### src/rtl/mux_pkg.sv
`default_nettype none
// ============================================================================
// Module   : mux_pkg
// Purpose  : Shared arbiter state encoding, default sizing constants and a
//            helper that maps a requester index to its ownership state.
// Revision : 1.0 - initial release
// ============================================================================
package mux_pkg;

    typedef enum logic [1:0] {
        ST_IDLE = 2'b00,
        ST_OWN0 = 2'b01,
        ST_OWN1 = 2'b10
    } state_t;

    localparam int C_HOLD_MAX = 4;
    localparam int C_CNT_W    = 3;

    function automatic state_t own_state(input logic idx);
        return idx ? ST_OWN1 : ST_OWN0;
    endfunction

endpackage
`default_nettype wire

### src/rtl/mux_out_reg.sv
`default_nettype none
// ============================================================================
// Module   : mux_out_reg
// Purpose  : 1-bit output register with valid/ready handshake. A load may
//            coincide with a downstream transfer, so no bubble is inserted.
// Revision : 1.0 - initial release
// ============================================================================
module mux_out_reg (
    input  logic clock,
    input  logic reset,
    input  logic load,
    input  logic d,
    input  logic out_ready,
    output logic q,
    output logic valid,
    output logic can_take
);

    logic r_q;
    logic r_valid;

    // Load has priority; otherwise a completed transfer empties the register
    always_ff @(posedge clock or posedge reset) begin
        if (reset) begin
            r_q     <= 1'b0;
            r_valid <= 1'b0;
        end else if (load) begin
            r_q     <= d;
            r_valid <= 1'b1;
        end else if (out_ready) begin
            r_valid <= 1'b0;
        end
    end

    assign q        = r_q;
    assign valid    = r_valid;
    assign can_take = !r_valid || out_ready;

endmodule
`default_nettype wire

### src/rtl/mux_sel_arbiter.sv
`default_nettype none
// ============================================================================
// Module   : mux_sel_arbiter
// Purpose  : Round-robin arbiter with bounded hold for two 1-bit requesters.
//            Drives the 2:1 mux select and registers the chosen bit behind a
//            valid/ready output stage.
// Revision : 1.0 - initial release
// ============================================================================
module mux_sel_arbiter
    import mux_pkg::*;
#(
    parameter int HOLD_MAX = C_HOLD_MAX,
    parameter int CNT_W    = C_CNT_W
) (
    input  logic clock,
    input  logic reset,
    input  logic req_0,
    input  logic din_0,
    input  logic req_1,
    input  logic din_1,
    input  logic out_ready,
    output logic gnt_0,
    output logic gnt_1,
    output logic sel,
    output logic mux_out,
    output logic out_valid
);

    localparam logic [CNT_W-1:0] c_hold_max = CNT_W'(HOLD_MAX);
    localparam logic [CNT_W-1:0] c_cnt_one  = CNT_W'(1);

    state_t            r_state;
    state_t            w_state_next;
    logic [CNT_W-1:0]  r_cnt;
    logic [CNT_W-1:0]  w_cnt_next;
    logic              r_sel;
    logic              w_sel_next;
    logic              w_grant;
    logic              w_gnt_idx;
    logic              w_can_take;
    logic              w_own_idx;
    logic              w_req_own;
    logic              w_req_oth;
    logic              w_mux;

    assign w_own_idx = (r_state == ST_OWN1);
    assign w_req_own = w_own_idx ? req_1 : req_0;
    assign w_req_oth = w_own_idx ? req_0 : req_1;

    // Grant decision, next ownership state and hold counter update
    always_comb begin
        w_state_next = r_state;
        w_cnt_next   = r_cnt;
        w_grant      = 1'b0;
        w_gnt_idx    = 1'b0;
        if (!reset && w_can_take) begin
            case (r_state)
                ST_OWN0, ST_OWN1: begin
                    if (w_req_own && (!w_req_oth || (r_cnt < c_hold_max))) begin
                        // Owner keeps the grant; counter saturates at the hold limit
                        w_grant   = 1'b1;
                        w_gnt_idx = w_own_idx;
                        if (r_cnt < c_hold_max) begin
                            w_cnt_next = r_cnt + 1'b1;
                        end
                    end else if (w_req_oth) begin
                        w_grant      = 1'b1;
                        w_gnt_idx    = !w_own_idx;
                        w_state_next = own_state(!w_own_idx);
                        w_cnt_next   = c_cnt_one;
                    end else begin
                        w_state_next = ST_IDLE;
                        w_cnt_next   = '0;
                    end
                end
                default: begin
                    // Idle (and the unused encoding): ties go to the one not served last
                    if (req_0 || req_1) begin
                        w_grant      = 1'b1;
                        w_gnt_idx    = (req_0 && req_1) ? !r_sel : req_1;
                        w_state_next = own_state(w_gnt_idx);
                        w_cnt_next   = c_cnt_one;
                    end
                end
            endcase
        end
    end

    // Arbiter state, hold counter and select register
    always_ff @(posedge clock or posedge reset) begin
        if (reset) begin
            r_state <= ST_IDLE;
            r_cnt   <= '0;
            r_sel   <= 1'b1;
        end else begin
            r_state <= w_state_next;
            r_cnt   <= w_cnt_next;
            r_sel   <= w_sel_next;
        end
    end

    assign w_sel_next = w_grant ? w_gnt_idx : r_sel;
    assign w_mux      = w_sel_next ? din_1 : din_0;

    mux_out_reg u_out_reg (
        .clock     (clock),
        .reset     (reset),
        .load      (w_grant),
        .d         (w_mux),
        .out_ready (out_ready),
        .q         (mux_out),
        .valid     (out_valid),
        .can_take  (w_can_take)
    );

    assign gnt_0 = w_grant && !w_gnt_idx;
    assign gnt_1 = w_grant &&  w_gnt_idx;
    assign sel   = r_sel;

endmodule
`default_nettype wire
### config.mk
export PLATFORM = sky130hd
export DESIGN_NAME = mux_sel_arbiter
export DESIGN_NICKNAME = d
export VERILOG_FILES = /design/src/rtl/mux_pkg.sv /design/src/rtl/mux_out_reg.sv /design/src/rtl/mux_sel_arbiter.sv
export SDC_FILE = /design/constraint.sdc
export NUM_CORES = 1
export LEC_CHECK = 0
export BUFFER_PORTS_ARGS = -buffer_cell sky130_fd_sc_hd__clkbuf_2
export CAP_MARGIN = 30
export CORE_AREA = 10 10 47 49
export CTS_CLUSTER_SIZE = 25
export DETAILED_ROUTE_END_ITERATION = 16
export DIE_AREA = 0 0 57 59
export PLACE_DENSITY_LB_ADDON = 0.1
export SLEW_MARGIN = 10
export SYNTH_ARGS = -nofsm -noshare
export SYNTH_HDL_FRONTEND = slang
export SYNTH_SLANG_ARGS = --single-unit
### constraint.sdc
create_clock -name clock -period 4.23 [get_ports clock]
set_input_delay 0.2115 -clock clock [delete_from_list [all_inputs] [get_ports clock]]
set_output_delay 0.2115 -clock clock [all_outputs]
set_load 0.1 [all_outputs]
==> qor.yml, run 1 <==
diodes: 0
finalNonFillerCells: 83
ioPinCount: 12
slew_viol_final: 0
path_max_fanout: 9
worst_path_dominant_cell_family: "buffers and inverters"
hp-class: "in2reg"
dp_hpwl_um: 885
cts-buffers-inserted: 3
syn_nets: 61
hold_viol: 0
cts-root-buf: "clkbuf_4"
clk_latency_ns: 0.25
synth_warnings: 0
initial_core_util_pct: 36.8
rr_startpoint: "r_state[0]"
hp-start: "din_0"
htree_levels: 1
critPathKind: "in2out"
drv_cap: 0
holdWs_ns: 0.165
layout_common_cells: "11 x clkbuf_2, 7 x dfrtp_1, 5 x inv_1"
grt.total_usage_pct: 7.59
syn_area_um2: 515
fin_crit_sh_pct: 64.8
crit_slowest_cell: "or4_4"
hold_depth: 2
firstDrtPassIters: 2
cpPeakStageDelay_ns: 0.62
synth_cell_types: 27
clk_path_buf_depth: 2
max_freq_ghz: 0.365
drt-wirelength-per-cell_um: 13.2
outcome: "completed"
ant_nets: 0
die_h_um: 59
num_rows: 14
fin_nets: 78
rsz0062_at_grt: "false"
synthArstFlopShare_pct: 100
clk_pin_slew_ns: 0.06
r2r.worst_path.cells: 6
dpl.cell_count: 78
finClkSkew_ns: 0.00474
avgSynthCellArea_um2: 10.1
die_w_um: 57
ff2ff_setup_slack_ns: 2.27
routed_wl_mm: 1.10
required_ns: 4.02
holdPathEnd: "u_out_reg.q"
setup-tns-final_ns: 0
setup_violations: 0
antenna_found_initial: 0
tightest_slew_ns: 0.558
synth_seq_cells: 8
area.growth.synth_to_final_pct: 24.0
synth-edff-count: 0
place_area_um2: 603
cts_num_sinks: 8
final_cell_area_um2: 639
end_kind: "output pin"
dieArea_um2: 3360
grt.overflow.total: 0
vias: 429
grt_max_degree: 10
core_um2: 1400
cts_tree: "done"
grt_pass1_vias: 461
drtIter0Drc: 6
synthFlopType: "dfrtp_1"
crit_top_cell: "clkbuf_2"
critPathBufInv: 4
r2r_end: "u_out_reg.q"
gp_congestion: 0.869
synthCells: 51
numPortBuffers: 11
grt_pass1_wl_mm: 2.08
drc: 0
arrival_ns: 2.53
drive_gt1_share_pct: 38.8
worst_setup_path_start_kind: "input port"
worstPathCellList: "dlygate4sd3_1 -> clkbuf_2 -> inv_1 -> nand2_1 -> or4_4 -> nor2_2 -> clkbuf_2"
yosysSeqAreaShare_pct: 39.1
fin_crit_ns: 2.74
cts_resized: 0
via_per_inst: 5.17
mostFrequentLayoutCell: "clkbuf_2"
slew-limit-headroom_pct: 62.7
==> flip-flops by register name, summed over array words and instances, names as in the netlist <==
name and cells:
r_state 2, u_out_reg.q 1, r_cnt 3, sel 1, u_out_reg.valid 1
==> how the worst max path moves through the flow <==
stage | startpoint | end | slack (ns) | cells after the start
2_1_floorplan | u_out_reg.valid | u_out_reg.q | 0.93 | 5
3_3_place_gp | r_state[0] | gnt_0 | 1.96 | 6
3_5_place_dp | r_state[0] | gnt_0 | 1.93 | 6
4_1_cts | reset | gnt_0 | 1.46 | 7
5_1_grt | reset | gnt_0 | 1.35 | 7
6_report | reset | gnt_0 | 1.49 | 7
==> layer usage <==
metal	routed length, um	vias up	track usage, %
met5	0	-	0
met4	0	0	3.02
met3	35	0	2.36
met2	522	7	12.6
met1	537	196	8.87
li1	-	226	-
==> per-stage QoR <==
stage                     setup WS (ns)  util (%)
after detailed placement           1.93      43.0
final                              1.49      45.6
after floorplan                   0.930         -
after CTS                          1.46      45.6
after global routing               1.35      45.6
after global placement             1.96      43.0
==> cell usage after synthesis (2+ instances only) <==
| cell | instances | area share [%] |
|---|---|---|
| nor4b_1 | 2 | 3.4 |
| a21oi_1 | 4 | 3.9 |
| inv_1 | 5 | 3.6 |
| nor2_1 | 3 | 2.2 |
| o21ai_0 | 3 | 2.9 |
| dfrtp_1 | 7 | 34 |
| nor2b_1 | 2 | 2.4 |
| nand2_1 | 3 | 2.2 |
| ha_1 | 3 | 7.3 |
| mux2_2 | 2 | 4.4 |
==> kinds of logic (layout without fill, tap and decap cells) <==
group,count (synthesis),count (layout),synth area share [%]
AO/OA/AOI/OAI,18,18,27.4
AND/OR/NAND/NOR,15,15,18.2
adder cells (fa/ha/maj),3,3,7.28
flip-flops,8,8,39.1
multiplexers,2,2,4.37
buffers and inverters,5,21,3.64
==> repair_timing <==
item | CTS | global route
setup buffers | 0 | 0
endpoints found under the hold margin | 7 | 0
setup endpoints to repair | 0 | 0
hold buffers | 1 | 0
==> layout make-up <==
type                       instances  area (um^2)
timing repair buffer              12         65.1
inverter                           5         18.8
fill                             141          762
tap                               16         20.0
clock buffer                       4         26.3
sequential                         8          201
multi-input combinational         38          308
==> worst reg2reg max path: stages (launching register included) <==
cell and delay, ns:
dfrtp_1 0.34, inv_1 0.06, ha_1 0.38, a2111oi_1 0.58
a2111oi_4 0.14, a22o_1 0.21, a21o_1 0.15
Power of run 1 is left out: the tool's default activity adds up to more than one toggle a clock period on the data nets, which glitch-free logic cannot reach.
==> run 2, diff against run 1 <==
- ABC_AREA: default -> 1
- clock period: 4.23 -> 2.27 ns (I/O delays scaled with it)
==> run 2 against run 1 <==
Clock skew increased by 0.0094 ns; routed wire length rose by 16%; non-clock buffer count stayed put; register-to-register slack got worse by 1.6 ns; first-iteration DRC count is 17% higher; sequential share of layout area down 2.0 points; critical endpoint is now gnt_1; final area is 11% higher.
==> qor.yml, run 2 <==
fin_crit_ns: 2.12
finalNonFillerCells: 105  # +27%
holdWs_ns: 0.0689  # -0.0965 ns
die_w_um: 57  # unchanged
die_h_um: 59  # unchanged
mostFrequentLayoutCell: "nand2_1"
largest_registers: "r_cnt: 3 flops, r_state: 2 flops"
initial_core_util_pct: 39.7  # +2.9 points
drt-wirelength-per-cell_um: 12.1  # -8.2%
finClkSkew_ns: 0.0141  # +0.00936 ns
core_um2: 1400  # unchanged
drive_gt1_share_pct: 42.7  # +3.9 points
clk_path_buf_depth: 2  # unchanged
avgSynthCellArea_um2: 7.63  # -25%
layout_common_cells: "16 x nand2_1, 10 x nand2_2, 9 x inv_1, 9 x clkbuf_2, 6 x dfrtp_1"
cts_num_sinks: 8  # unchanged
largest_register_ffs: 3  # unchanged
ant_nets: 0  # unchanged
synth_top_area_share_pct: 31.5  # -2.5 points
numPortBuffers: 11  # unchanged
area.growth.synth_to_final_pct: 27.2
fin_crit_sh_pct: 93.3
synth_warnings: 0  # unchanged
synth-edff-count: 0  # unchanged
diodes: 0  # unchanged
gp_congestion: 0.896  # +3.1%
syn_area_um2: 557  # +8.0%
path_max_fanout: 4  # -5
critPathKind: "reg2out"
drtIter0Drc: 7  # +1
htree_levels: 1  # unchanged
grt_pass1_wl_mm: 2.09  # +0.67%
cts-buffers-inserted: 3  # unchanged
firstDrtPassIters: 4  # +2
worst_setup_path_start_kind: "flip-flop"
drc: 0  # unchanged
synthFlopType: "dfrtp_1"
dieArea_um2: 3360  # unchanged
synth_top_cell_by_area: "dfrtp_1"
dp_hpwl_um: 999  # +13%
setup_violations: 0  # unchanged
via_per_inst: 4.63  # -10%
multi_input_area_um2: 320  # +4.1%
tightest_slew_ns: 0.542  # -0.0161 ns
synthCells: 73  # +43%
max_freq_ghz: 0.472
fillerInstances: 138  # -2.1%
cts_tree: "done"
num_rows: 14  # unchanged
antenna_found_initial: 0  # unchanged
clk_latency_ns: 0.27  # +0.02 ns
arrival_ns: 2.01  # -0.52 ns
synth_cell_types: 19  # -30%
vias: 486  # +13%
cts-root-buf: "clkbuf_4"
largest-register: "r_cnt"
synth_seq_cells: 8  # unchanged
hold_viol: 0  # unchanged
required_ns: 2.16  # -1.86 ns
syn_nets: 83  # +36%
clk_pin_slew_ns: 0.06  # about the same
final_util_pct: 50.5  # +4.9 points
grt.total_usage_pct: 7.89  # +0.30 points
slew_viol_final: 0  # unchanged
synthArstFlopShare_pct: 100  # unchanged
yosys-top-cells-count: "16 x nand2_1, 10 x inv_1, 10 x nand2_2"
regArea_um2: 209  # +3.7%
synth_most_common_cell: "nand2_1"
drv_cap: 0  # unchanged
outcome: "completed"
end_kind: "output pin"
slew-limit-headroom_pct: 64.0  # +1.3 points
synth_area_leaders: "dfrtp_1 31%, nand2_2 11%, nand2_1 11%"
hp-class: "in2reg"
yosysSeqAreaShare_pct: 36.2  # -2.9 points
routed_wl_mm: 1.27  # +16%
grt_max_degree: 10  # unchanged
grt_pass1_vias: 488  # +5.9%
rsz0062_at_grt: "false"
ioPinCount: 12  # unchanged
dpl.cell_count: 100  # +28%
grt.overflow.total: 0  # unchanged
fin_nets: 100  # +28%
post-cts-setup-buffers: 0  # unchanged
==> run 2: cell count changes after synthesis, sizes merged, moves of 3 or more <==
cell   delta
inv       +8
o21ai     +3
nor2b     -3
nand2    +23
nand3     +5
==> run 2: routing by layer <==
metal  GRT usage, %  wire length, um  vias up
met4           3.69               13        0
li1               -                -      264
met2           12.4              609        9
met1           8.51              587      209
met5              0                0        -
met3           4.29               62        4
==> run 2: final timing paths <==
| kind | from | end | slack, ns | cells past startpoint |
|---|---|---|---|---|
| min in group asynchronous | reset | r_cnt[2] | 0.28 | 3 |
| worst min register to register | r_state[0] | r_state[0] | 0.49 | 2 |
| max in group asynchronous | reset | sel | 1.75 | 3 |
| worst max register to register | r_state[0] | u_out_reg.q | 0.63 | 13 |
| worst max-delay path | r_state[0] | gnt_1 | 0.15 | 12 |
| worst min-delay path | out_ready | u_out_reg.valid | 0.07 | 2 |
==> run 2: per-stage QoR <==
| stage | setup TNS [ns] | instance area [um^2] | worst slack [ns] |
|---|---|---|---|
| after floorplan | -0.149 | 582 | -0.149 |
| after global placement | 0 | 672 | 0.400 |
| after detailed placement | 0 | 672 | 0.418 |
| after CTS | 0 | 708 | 0.0971 |
| after global routing | 0 | 708 | 0.0308 |
| final | 0 | 708 | 0.151 |
==> run 2: kinds of logic after synthesis <==
kind of cell | count (synthesis) | share of synthesized area, %
AO/OA/AOI/OAI | 12 | 16.4
flip-flops | 8 | 36.2
adder cells (fa/ha/maj) | 3 | 6.74
AND/OR/NAND/NOR | 37 | 31.9
buffers and inverters | 13 | 8.76
==> run 2: repair_timing <==
| action | in CTS | in global routing |
|---|---|---|
| hold buffers | 1 | 0 |
| endpoints found under the setup margin | 0 | 1 |
| resized for setup | 0 | 1 |
| endpoints found under the hold margin | 8 | 0 |
==> run 2: final cells by class <==
class,instances,share of cell area [%]
inverter,13,7.42
multi-input combinational,52,45.2
clock buffer,4,3.71
sequential,8,29.5
timing repair buffer,12,11.3
tap,16,2.83
==> run 2: critical path, stage by stage, from the launching register on <==
cell	delay (ns)
dfrtp_1	0.34
inv_1	0.06
ha_1	0.25
inv_1	0.08
nand2_2	0.06
nand3_2	0.08
nand2_2	0.07
nand2_1	0.07
nand2_1	0.05
nand2_1	0.06
nand2_2	0.09
clkinvlp_4	0.10
buf_2	0.42
Power of run 2 is left out for the same reason.
==> run 3, diff against run 2 <==
- PLACE_DENSITY_LB_ADDON: 0.1 -> 0.25
==> run 3 against run 2 <==
Global-route usage decreased by 0.65 points; setup slack got worse by 0.0073 ns; critical endpoint unchanged; worst hold slack got worse by 0.0060 ns; largest cell class unchanged; register-to-register slack about the same; clock skew about the same; highest routed layer unchanged.
==> qor.yml, run 3 (same netlist as run 2, synthesis figures left out) <==
outcome: "completed"
slew-limit-headroom_pct: 63.9  # -0.10 points
dieArea_um2: 3360  # unchanged
fin_crit_ns: 2.13  # +0.00734 ns
grt_max_degree: 10  # unchanged
clk_latency_ns: 0.26  # about the same
hp-start: "out_ready"
finalNonFillerCells: 105  # unchanged
grt_pass1_vias: 433  # -11%
use_met1_pct: 8.15  # -0.35 points
initial_core_util_pct: 39.7  # unchanged
hold_depth: 2  # unchanged
gr-max-usage-layer: "met2"
use_met3_pct: 1.07  # -3.2 points
ff2ff_setup_slack_ns: 0.64  # about the same
path_max_fanout: 4  # unchanged
rr_startpoint: "r_state[1]"
cts_tree: "done"
cts_resized: 0  # unchanged
largest-register: "r_cnt"
hp-class: "in2reg"
grt.total_usage_pct: 7.24  # -0.65 points
dp_slack_ns: 0.397  # -0.0204 ns
max_freq_ghz: 0.470  # -0.35%
setup_violations: 0  # unchanged
met2_usage_pct: 11.3  # -1.1 points
ant_nets: 0  # unchanged
layout_common_cells: "16 x nand2_1, 10 x nand2_2, 10 x clkbuf_2"
drt-wirelength-per-cell_um: 11.7  # -3.6%
worst_setup_path_start_kind: "flip-flop"
num_rows: 14  # unchanged
clk_pin_slew_ns: 0.07  # about the same
rsz0062_at_grt: "false"
grt.overflow.total: 0  # unchanged
fin_nets: 100  # unchanged
finClkSkew_ns: 0.0146  # +0.000472 ns
firstDrtPassIters: 4  # unchanged
drtIter0Drc: 12  # +5
required_ns: 2.16  # about the same
area.growth.synth_to_final_pct: 27.2  # unchanged
timing.final.ws_setup_ns: 0.144  # -0.00734 ns
crit_start: "r_state[0]"
cts_num_sinks: 8  # unchanged
htree_levels: 1  # unchanged
cts-buffers-inserted: 3  # unchanged
ioPinCount: 12  # unchanged
dpl.cell_count: 100  # unchanged
hold_viol: 0  # unchanged
vias: 509  # +4.7%
holdPathEnd: "u_out_reg.valid"
r2r.worst_path.cells: 7  # -6
diodes: 0  # unchanged
drv_cap: 0  # unchanged
cts-root-buf: "clkbuf_4"
largest_registers: "r_cnt: 3 flops, r_state: 2 flops"
dp_hpwl_mm: 1.03  # +2.9%
core_um2: 1400  # unchanged
tightest_slew_ns: 0.544  # +0.00157 ns
routed_wl_mm: 1.23  # -3.6%
die_w_um: 57  # unchanged
grt_pass1_wl_mm: 1.90  # -8.9%
numPortBuffers: 11  # unchanged
die_h_um: 59  # unchanged
slew_viol_final: 0  # unchanged
gp_congestion: 0.845  # -5.6%
r2r_end: "r_cnt[0]"
fin_crit_sh_pct: 93.7  # +0.32 points
drc: 0  # unchanged
mostFrequentLayoutCell: "nand2_1"
via_per_inst: 4.85  # +4.7%
largest_register_ffs: 3  # unchanged
arrival_ns: 2.01  # about the same
end_kind: "output pin"
antenna_found_initial: 0  # unchanged
critPathKind: "reg2out"
clk_path_buf_depth: 2  # unchanged
drive_gt1_share_pct: 42.7  # unchanged
-- run 3: cell count changes in the layout (fill, tap and decap cells not counted) --
| cell | before | now |
|---|---|---|
| buf_2 | 1 | 0 |
| clkbuf_2 | 9 | 10 |
-- run 3: critical path, cell delays in order, from the launching register on --
cell	delay (ns)
dfrtp_1	0.37
inv_1	0.09
ha_1	0.23
inv_1	0.07
nand2_2	0.08
nand3_2	0.08
nand2_2	0.08
nand2_1	0.05
nand2_1	0.05
nand2_1	0.06
nand2_2	0.11
clkinvlp_4	0.11
clkbuf_2	0.38
-- run 3: metrics by stage --
| stage | cell area, um^2 | utilization, % | hold slack (ns) | setup TNS (ns) |
|---|---|---|---|---|
| after global placement | 672 | 47.9 | 0.0136 | 0 |
| after floorplan | 582 | - | -0.112 | -0.149 |
| after global routing | 708 | 50.5 | 0.0542 | 0 |
| final | 708 | 50.5 | 0.0629 | 0 |
| after CTS | 708 | 50.5 | 0.0613 | 0 |
| after detailed placement | 672 | 47.9 | 0.0170 | 0 |
-- run 3: metal layers --
layer | up-vias | share of wire (%)
met2 | 13 | 48
li1 | 265 | -
met5 | - | 0
met3 | 5 | 3.6
met1 | 226 | 45
met4 | 0 | 3.3
-- run 3: cell type report --
| cell class | count | area [um^2] |
|---|---|---|
| sequential | 8 | 209 |
| tap | 16 | 20.0 |
| clock buffer | 4 | 26.3 |
| multi-input combinational | 52 | 320 |
| timing repair buffer | 12 | 80.1 |
| inverter | 13 | 52.6 |
| fill | 136 | 693 |
-- run 3: worst max path at each step --
stage / endpoint / slack, ns / depth (start not counted)
after floorplan: gnt_0 / -0.15 / 6
after global placement: gnt_1 / 0.41 / 12
after detailed placement: gnt_1 / 0.40 / 12
after CTS: gnt_1 / 0.12 / 12
after global routing: gnt_1 / 0.01 / 12
final: gnt_1 / 0.14 / 12
-- run 3: timing repair --
| action | CTS | global route |
|---|---|---|
| setup buffers | 0 | 0 |
| hold buffers | 1 | 0 |
| endpoints found under the hold margin | 8 | 0 |
Power of run 3 is left out for the same reason.
